[config.mk]
export PLATFORM = sky130hd
export DESIGN_NAME = robertsons_mult_param
export DESIGN_NICKNAME = d
export VERILOG_FILES = /design/src/rtl/robertsons_mult_param.sv
export SDC_FILE = /design/constraint.sdc
export NUM_CORES = 1
export LEC_CHECK = 0
export ABC_AREA = 1
export BUFFER_PORTS_ARGS = -buffer_cell sky130_fd_sc_hd__buf_4
export CAP_MARGIN = 20
export CORE_UTILIZATION = 50
export DETAILED_ROUTE_END_ITERATION = 10
export PLACE_DENSITY = 0.75
export SKIP_CTS_REPAIR_TIMING = 1
export SLEW_MARGIN = 40
export SYNTH_ARGS = -nofsm -noshare
export SYNTH_HDL_FRONTEND = slang
export SYNTH_SLANG_ARGS = --single-unit
[constraint.sdc]
create_clock -name clk -period 2.4 [get_ports clk]
set_input_delay 0.48 -clock clk [delete_from_list [all_inputs] [get_ports clk]]
set_output_delay 0.48 -clock clk [all_outputs]
set_load 0.1 [all_outputs]
[src/rtl/robertsons_mult_param.sv]
// ============================================================================
// robertsons_mult_param
//
// Sequential WIDTH x WIDTH -> 2*WIDTH multiplier using Robertson's add/shift
// method, retiring one multiplier bit per clock. Each operation selects
// signed (two's complement) or unsigned arithmetic. A start/busy/done
// handshake lets a controller issue operations back to back: a new start
// is accepted in the same cycle that done is high.
//
// Optional feature macro: ROBMUL_FIT_FLAG_EN
//   When defined, a 'fits' output reports whether the product is
//   representable in WIDTH bits in the selected mode.
//
// Ports
//   clk           in   1        rising-edge clock
//   reset         in   1        synchronous, active-high
//   start         in   1        request; sampled only when busy=0
//   signed_mode   in   1        1=signed, 0=unsigned; sampled with start
//   multiplier    in   WIDTH    operand Q; sampled with start
//   multiplicand  in   WIDTH    operand M; sampled with start
//   busy          out  1        high while iterating
//   done          out  1        one-cycle pulse; product valid
//   product       out  2*WIDTH  result, held until the next completion
//   fits          out  1        only with ROBMUL_FIT_FLAG_EN
// ============================================================================
module robertsons_mult_param #(
    parameter int WIDTH = 8
) (
    input  logic                 clk,
    input  logic                 reset,
    input  logic                 start,
    input  logic                 signed_mode,
    input  logic [WIDTH-1:0]     multiplier,
    input  logic [WIDTH-1:0]     multiplicand,
    output logic                 busy,
    output logic                 done,
    output logic [2*WIDTH-1:0]   product
`ifdef ROBMUL_FIT_FLAG_EN
    ,
    output logic                 fits
`endif
);

    localparam int CNT_W = $clog2(WIDTH);

    typedef enum logic [1:0] {
        S_IDLE,
        S_RUN,
        S_DONE
    } state_t;

    state_t             state_q, state_d;
    logic [WIDTH-1:0]   m_q, m_d;
    logic [WIDTH-1:0]   q_q, q_d;
    logic [WIDTH:0]     a_q, a_d;
    logic [CNT_W-1:0]   cnt_q, cnt_d;
    logic               sgn_q, sgn_d;
    logic [2*WIDTH-1:0] product_q, product_d;
`ifdef ROBMUL_FIT_FLAG_EN
    logic               fits_q, fits_d;
`endif

    logic [WIDTH:0]     ext_m;
    logic [WIDTH:0]     a_sum;
    logic [WIDTH:0]     a_shift;
    logic [WIDTH-1:0]   q_shift;
    logic [2*WIDTH-1:0] new_product;
    logic               last_iter;

    // State and datapath registers; reset clears everything.
    always_ff @(posedge clk) begin
        if (reset) begin
            state_q   <= S_IDLE;
            m_q       <= '0;
            q_q       <= '0;
            a_q       <= '0;
            cnt_q     <= '0;
            sgn_q     <= 1'b0;
            product_q <= '0;
`ifdef ROBMUL_FIT_FLAG_EN
            fits_q    <= 1'b0;
`endif
        end else begin
            state_q   <= state_d;
            m_q       <= m_d;
            q_q       <= q_d;
            a_q       <= a_d;
            cnt_q     <= cnt_d;
            sgn_q     <= sgn_d;
            product_q <= product_d;
`ifdef ROBMUL_FIT_FLAG_EN
            fits_q    <= fits_d;
`endif
        end
    end

    // Next-state logic. DONE behaves like IDLE for start so that a new
    // operation can be issued in the completion cycle.
    always_comb begin
        state_d = state_q;
        case (state_q)
            S_IDLE:  if (start) state_d = S_RUN;
            S_RUN:   if (last_iter) state_d = S_DONE;
            S_DONE:  state_d = start ? S_RUN : S_IDLE;
            default: state_d = S_IDLE;
        endcase
    end

    // One Robertson iteration. The final step subtracts M in signed mode
    // because the multiplier MSB carries negative weight.
    always_comb begin
        ext_m     = sgn_q ? {m_q[WIDTH-1], m_q} : {1'b0, m_q};
        last_iter = (cnt_q == CNT_W'(WIDTH - 1));
        a_sum     = a_q;
        if (q_q[0]) begin
            a_sum = (last_iter && sgn_q) ? (a_q - ext_m) : (a_q + ext_m);
        end
        // Unsigned sums may carry into bit WIDTH, so a logical shift keeps it.
        a_shift     = {(sgn_q ? a_sum[WIDTH] : 1'b0), a_sum[WIDTH:1]};
        q_shift     = {a_sum[0], q_q[WIDTH-1:1]};
        new_product = {a_shift[WIDTH-1:0], q_shift};
    end

    // Datapath register updates: load operands on an accepted start,
    // iterate in RUN, capture the result on the last iteration.
    always_comb begin
        m_d       = m_q;
        q_d       = q_q;
        a_d       = a_q;
        cnt_d     = cnt_q;
        sgn_d     = sgn_q;
        product_d = product_q;
`ifdef ROBMUL_FIT_FLAG_EN
        fits_d    = fits_q;
`endif
        case (state_q)
            S_IDLE, S_DONE: begin
                if (start) begin
                    m_d   = multiplicand;
                    q_d   = multiplier;
                    sgn_d = signed_mode;
                    a_d   = '0;
                    cnt_d = '0;
                end
            end
            S_RUN: begin
                a_d   = a_shift;
                q_d   = q_shift;
                cnt_d = cnt_q + CNT_W'(1);
                if (last_iter) begin
                    product_d = new_product;
`ifdef ROBMUL_FIT_FLAG_EN
                    // Signed: upper half plus the lower MSB must be a pure
                    // sign extension. Unsigned: upper half must be zero.
                    if (sgn_q) begin
                        fits_d = (&new_product[2*WIDTH-1:WIDTH-1]) ||
                                 (~|new_product[2*WIDTH-1:WIDTH-1]);
                    end else begin
                        fits_d = ~|new_product[2*WIDTH-1:WIDTH];
                    end
`endif
                end
            end
            default: ;
        endcase
    end

    // Outputs are decoded directly from the state register.
    always_comb begin
        busy    = (state_q == S_RUN);
        done    = (state_q == S_DONE);
        product = product_q;
`ifdef ROBMUL_FIT_FLAG_EN
        fits    = fits_q;
`endif
    end

endmodule

### Word level (Yosys, flattened, before mapping)

Index checks and enable logic that the tools add are counted.

* reduce and logical (&&, ||, !) cells: 8
* mux-type cells: 14
* $add $sub $neg: 3
* eq/ne operators: 6

Operators by type and width (count)
* 9-bit two-way mux: 4
* 9-bit case mux with 2 select lines: 1
* 8-bit case mux with 2 select lines: 1
* 9-bit adder: 1
* 9-bit subtractor: 1
* 8-bit two-way mux: 1
* 2-bit AND reduction: 4
* 2-bit case mux with 3 select lines: 1
* 3-bit case mux with 2 select lines: 1
* 2-bit two-way mux: 2
* 2-bit inequality test, second input constant: 2
* 3-bit by 1-bit adder with 3-bit output, second input constant: 1
* 3-bit == test, second input constant: 1
* 3-bit two-way mux: 1
* 2-bit by 1-bit == test with 1-bit output, second input constant: 1
* 2-bit == test, second input constant: 1
* 2-bit logical NOT: 1
* 1-bit two-way mux: 2
* 2-bit by 1-bit inequality test with 1-bit output, second input constant: 1
* 2-bit nonzero test: 1
* 2-bit OR reduction: 1
* 1-bit logical AND: 1

* register bits after elaboration: 47
* input bits: 20
* word-level logic and storage cells: 38

### Logic depth before layout (Yosys ltp)

Gate-level depths: netlist (run 1).

* depth after elaboration: 6
* depth in mapped cells: 21

### Worst setup path before layout (run 1)

Ideal clock, no wire load.

* path type: flip-flop to flip-flop
* from: register cnt_q[0]
* to: register a_q[8]
* library setup time: 0.132 ns
* data required time: 2.268 ns
* stages on the path, launching flop included: 22
* clock period less this slack: 2.467 ns
* setup slack: -0.067 ns
* arrival: 2.335 ns
* cells stage by stage: dfxtp_1 > ha_1 > ha_1 > nand2_2 > inv_1 > o21ai_0 > xor2_1 > inv_1 > ha_1 > nand2_1 > inv_1 > nand2_1 > nand2_1 > inv_1 > nand2_2 > inv_2 > nand2_2 > nand3_1 > nand2_1 > nand2_1 > nand3_1 > a21oi_2

* word-level cells in the longest chain between the ends: 6

Ends and longest elaborated chain
* start: declaration: line 56 `logic [CNT_W-1:0] cnt_q, cnt_d;`
* start signal: assignment: line 88 `cnt_q <= cnt_d;`
* 3-bit == test: line 113 `last_iter = (cnt_q == CNT_W'(WIDTH - 1));`
* 1-bit logical AND: line 116 `a_sum = (last_iter && sgn_q) ? (a_q - ext_m) : (a_q + ext_m);`
* 9-bit two-way mux: line 116
* 9-bit two-way mux: line 115 `if (q_q[0]) begin`
* 1-bit two-way mux: line 119 `a_shift = {(sgn_q ? a_sum[WIDTH] : 1'b0), a_sum[WIDTH:1]};`
* 9-bit case mux with 2 select lines: line 136 `case (state_q)`
* end signal: assignment: line 76 `a_q <= '0;`
* end signal: assignment: line 87 `a_q <= a_d;`
* end: declaration: line 55 `logic [WIDTH:0] a_q, a_d;`

No other way between the ends.
A chain may end at the register's enable or synchronous reset.

### Final worst setup path (run 1)

* from: register cnt_q[1]
* to: register a_q[8]

Same word-level chain as after synthesis.

==> qor.yml, run 1 <==
gp_congestion: 0.887
fin_nets: 422
ant_nets: 0
numCtsBuffers: 5
crit_chain: "ha_4, ha_4, nand2_4, buf_6, nand2_4, o21ai_2, xor2_1, inv_1, ha_4, nand2_4, inv_2, nand2_2, nand2_1, inv_1, nand2_2, inv_2, nand2_2, nand4_1, nand2_2, nand3_2, a21oi_2"
synth_top_area_share_pct: 38.7
fin_crit_sh_pct: 105
synthesis.area_sq_um: 2430
wire_per_inst_um: 14.4
multiInputGateArea_sq_um: 1480
cp_top_family: "simple AND/OR/NAND/NOR gates"
finalClockSkew_ps: 9.45
critPathCaptureType: "flip-flop"
cts_tree: "yes"
cp.required_ps: 2660
dieHeight_um: 71.7
first_pass_iters: 4
grt_use_total_pct: 23.8
via_per_inst: 5.41
critPathMostFrequentCell: "nand2_2"
switching_power_uw: 670
p_per_area_nw_per_um2: 665
ios: 38
cts_max_path_buffers: 2
grt_pass1_wl_mm: 9.47
antenna_found_initial: 0
port_buffers: 37
sw_frac_of_total_pct: 30.8
critPathMaxFanout: 5
clk_latency_ps: 310
crit_arrival_ps: 2780
violations: "negative setup slack"
clock-sinks: 47
dpl_worst_slack_ps: -154
antenna_cells: 0
seqPwrFrac_pct: 39.3
core_sq_um: 4500
hold_viol_final: 0
grt_max_degree: 25
clockPowerShare_pct: 33.5
root_buffer: "clkbuf_8"
syn_to_final_growth_pct: 34.6
rsz0062_at_grt: "yes"
h-tree-depth: 2
hold_class: "primary input to flip-flop"
path_clk_slew_ps: 100
vdd_drop_max_uv: 539
yosysWarnings: 0
synth_most_common_cell: "nand2_1"
synth_seq_cells: 47
synth_edf_count: 0
max_cap_viol_count: 0
timing.critical_path.from_type: "flip-flop"
synth_area_leaders: "dfxtp_1 39%, nand2_1 11%, o21ai_0 6.2%"
ys_seq_area_share_pct: 38.7
cp_num_buf_inv: 5
initial_core_util_pct: 53.9
relSlewSlack_pct: 67.0
grt-ovfl-total: 0
status: "complete, but fails checks"
synth_commonest_cells: "73 x nand2_1, 47 x dfxtp_1, 37 x inv_1, 30 x o21ai_0, 26 x a21oi_1"
drive_gt1_share_pct: 32.7
place_hpwl_mm: 4.21
die_area_sq_um: 5140
drc: 0
drv_slew: 0
cp_slowest_cell: "dfxtp_2"
tightest_slew_ps: 495
ys_types: 36
dieWidth_um: 71.7
setup_ws_ps: -123
hold_slack_ps: 395
vias: 2395
max_freq_mhz: 396
power_frac_comb_pct: 27.3
yosys_most_used_dff: "dfxtp_1"
fillers: 369
grt_pass1_vias: 2088
power.leakage_nw: 1.50
setup_viol: 5
synthCells: 333
synth_area_leader_cell: "dfxtp_1"
area.sequential_sq_um: 946
syn_avg_cell_area_sq_um: 7.30
finalWirelength_mm: 6.38
worst-setup-path-type: "flip-flop to flip-flop"
syn_nets: 365
period_minus_slack_ps: 2520
p_int_mw: 1.51
drt_first_iter_violations: 121
max_stage_delay_ps: 350
rows: 24
async_reset_ff_share_pct: 0
## worst paths after layout
| check | startpoint | end | slack, ps | cells after the start |
|---|---|---|---|---|
| hold / removal | multiplier[1] | q_q[1] | 400 | 3 |
| setup / recovery | cnt_q[1] | a_q[8] | -120 | 21 |
| setup reg to reg | cnt_q[1] | a_q[8] | -120 | 21 |
| hold reg to reg | product[2] | product[2] | 470 | 2 |
## routing by layer
layer  GRT usage, %  wire length (um)  vias up
met5              0                 0        -
met3           4.64               290        8
met1           31.3              2830     1123
met4           8.28                66        0
li1               -                 -     1193
met2           39.1              3190       71
## power by group through the flow
stage / sequential [mW] / clock (mW) / combinational (mW)
after floorplan: 0.856 / 0 / 0.328
after global routing: 0.859 / 0.763 / 0.647
final: 0.855 / 0.728 / 0.593
after CTS: 0.846 / 0.735 / 0.486
after global placement: 0.863 / 0 / 0.473
after detailed placement: 0.864 / 0 / 0.481
## stage by stage
stage / cells / total power [mW] / TNS [ps] / util, % / instance area (sq um)
after floorplan: 333 / 1.18 / 0 / - / 2460
after global placement: 429 / 1.34 / -345 / 64.3 / 2890
after detailed placement: 429 / 1.35 / -686 / 64.3 / 2890
after CTS: 437 / 2.07 / -975 / 67.4 / 3030
after global routing: 443 / 2.27 / -2050 / 72.6 / 3270
final: 443 / 2.18 / -247 / 72.6 / 3270
## flip-flops by register name (all words and copies together) (netlist names)
register	flops
state_q	2
m_q	8
cnt_q	3
q_q	8
sgn_q	1
a_q	9
product	16
## cell type report
class                   instances  area share (%)
flip-flops and latches         47            28.9
multi-input cells             231            45.3
clock inverters                 3            2.18
clock buffers                   5            2.10
well taps                      52            1.99
repair buffers                 63            14.7
inverters                      42            4.82
## placed cells by master, fill, tap and decap left out, types with 3 or more instances in the layout
master / count
clkbuf_8: 5
a21oi_2: 7
nor2_1: 21
nor3_1: 6
o21ai_0: 27
inv_2: 7
a21oi_1: 21
dfxtp_1: 43
a211oi_1: 4
o221ai_1: 4
nand3_1: 11
nand3_2: 4
nand2_4: 4
xor2_1: 5
ha_4: 6
nand2_2: 10
nand2_1: 65
dfxtp_2: 4
ha_1: 5
buf_4: 61
o21bai_1: 3
o21a_1: 3
inv_1: 34
o21ai_2: 3
## worst min-delay path: cells and delay by family
kind	cells	cell delay (ps)
buffers and inverters	1	80
AND/OR/NAND/NOR	2	130
## cell families after synthesis
logic type / after synthesis / synth area share, %
AOI/OAI and AO/OA: 79 / 18.7
xor gates and xnor gates: 9 / 3.24
adders and majority gates: 12 / 6.49
buffers and inverters: 55 / 8.86
DFF: 47 / 38.7
and+or+nand+nor: 131 / 23.9
(Power assumes the default switching activity.)
==> run 2: changes to the inputs <==
clock period = 2.3 ns   (was 2.4 ns; I/O delays follow)
==> run 2 against run 1 <==
Effect of this change: the run still ends with negative setup slack left; critical path depth is 3 lower; critical path type unchanged; fmax rose by 1.5%; global-route usage up 1.6 points; sequential share of layout area rose by 1.1 points; worst setup slack worse by 63 ps; combinational power is 4.0% lower; final cell count up 0.23%; sequential power up 3.9%; utilization shrank 2.9 points.
==> qor.yml, run 2 (same netlist as run 1, synthesis figures left out) <==
status: "complete, but fails checks"
violations: "negative setup slack"
root_buffer: "clkbuf_8"
crit_arrival_ps: 2730  # -50 ps
path_clk_slew_ps: 90  # about the same
final_common_cell: "nand2_1"
power_mw: 2.00  # -8.3%
antenna_found_initial: 0  # unchanged
critPathCaptureType: "flip-flop"
max_stage_delay_ps: 350  # about the same
first_pass_iters: 4  # unchanged
place_hpwl_mm: 4.28  # +1.8%
syn_to_final_growth_pct: 29.2
gp_congestion: 0.820  # -7.6%
rows: 24  # unchanged
design_area_sq_um: 3140  # -4.0%
clk_latency_ps: 300  # about the same
cts_tree: "yes"
port_buffers: 37  # unchanged
hold_class: "primary input to flip-flop"
p_per_area_nw_per_um2: 635  # -4.5%
vdd_drop_max_uv: 347  # -36%
setup_ws_ps: -187  # -63.1 ps
largest_register_ffs: 16  # unchanged
dpl_worst_slack_ps: -237  # -82.5 ps
h-tree-depth: 2  # unchanged
max_freq_mhz: 402  # +1.5%
clock-sinks: 47  # unchanged
initial_core_util_pct: 53.9  # unchanged
die_area_sq_um: 5140  # unchanged
numCtsBuffers: 5  # unchanged
antenna_cells: 0  # unchanged
max_cap_viol_count: 0  # unchanged
hold_viol_final: 0  # unchanged
setup_tns_ps: -1110  # -863 ps
critPathMaxFanout: 7  # +2
grt-ovfl-total: 0  # unchanged
vias: 2339  # -2.3%
critPathMostFrequentCell: "nand2_2"
cp.required_ps: 2540  # -120 ps
grt_pass1_wl_mm: 10.2  # +7.4%
ant_nets: 0  # unchanged
core_sq_um: 4500  # unchanged
grt_pass1_vias: 2261  # +8.3%
drv_slew: 0  # unchanged
cp_slowest_cell: "dfxtp_2"
finalClockSkew_ps: 4.55  # -4.90 ps
dpl-instance-area_sq_um: 2930  # +1.1%
drive_gt1_share_pct: 28.8  # -3.9 points
finalWirelength_mm: 6.09  # -4.6%
final_cell_mix: "70 x nand2_1, 64 x buf_4, 45 x dfxtp_1"
setup_viol: 11  # +6
dieWidth_um: 71.7  # unchanged
fin_util_pct: 69.7  # -2.9 points
period_minus_slack_ps: 2490  # -36.9 ps
cp_top_family: "simple AND/OR/NAND/NOR gates"
r2r_slack_ps: -190  # -60 ps
rsz0062_at_grt: "yes"
fin_crit_sh_pct: 108  # +3.0 points
worst-setup-path-type: "flip-flop to flip-flop"
grt_use_total_pct: 25.4  # +1.6 points
crit_chain: "ha_4, ha_4, nand2_8, inv_6, a21oi_2, xor2_1, inv_1, ha_4, nand3b_1, nand2_2, nand2_2, nand2_2, inv_2, nand2_2, nand4_1, nand2_2, nand3_2, a21oi_2"
dieHeight_um: 71.7  # unchanged
tightest_slew_ps: 701  # +207 ps
via_per_inst: 5.27  # -2.6%
timing.critical_path.from_type: "flip-flop"
wire_per_inst_um: 13.7  # -4.8%
relSlewSlack_pct: 53.2  # -14 points
ios: 38  # unchanged
drc: 0  # unchanged
fin_nets: 423  # +0.24%
drt_first_iter_violations: 144  # +19%
power.leakage_nw: 1.45  # -3.0%
cts_max_path_buffers: 2  # unchanged
cp_num_buf_inv: 3  # -2
grt_max_degree: 24  # -4.0%
run 2: tightest hold or removal path: stages:
cell,delay (ps)
buf_4,80
nor3_1,40
nor2_1,80
run 2: area by class of cell:
class	instances	area (sq um)
Multi-Input combinational cell	231	1390
Fill cell	380	1360
Sequential cell	47	943
Timing Repair Buffer	64	480
Inverter	42	163
Clock buffer	6	82.6
Tap cell	52	65.1
Clock inverter	2	13.8
run 2: stage by stage:
stage / hold slack (ps) / instances
after global placement: 455 / 431
after detailed placement: 459 / 431
after global routing: 408 / 444
after CTS: 377 / 439
after floorplan: 429 / 333
final: 377 / 444
run 2: worst paths after layout:
path                                    start         end  depth (start not counted)
worst max-delay path                 cnt_q[0]      a_q[8]                         18
worst min-delay path            multiplier[5]      q_q[5]                          3
worst max register to register       cnt_q[0]      a_q[8]                         18
worst min register to register     product[4]  product[4]                          2
run 2: where the power goes:
group	internal, mW	switching [mW]
Sequential	0.852	0.0363
Clock	0.246	0.291
Combinational	0.248	0.321
Total	1.35	0.649
run 2: layer usage:
metal / global-route usage, % / part of all wire (%) / vias to the layer above
met5: 0 / 0 / -
met4: 10.9 / 1.8 / 0
met3: 5.63 / 4.8 / 11
met2: 41.7 / 48 / 54
met1: 32.2 / 45 / 1076
li1: - / - / 1198
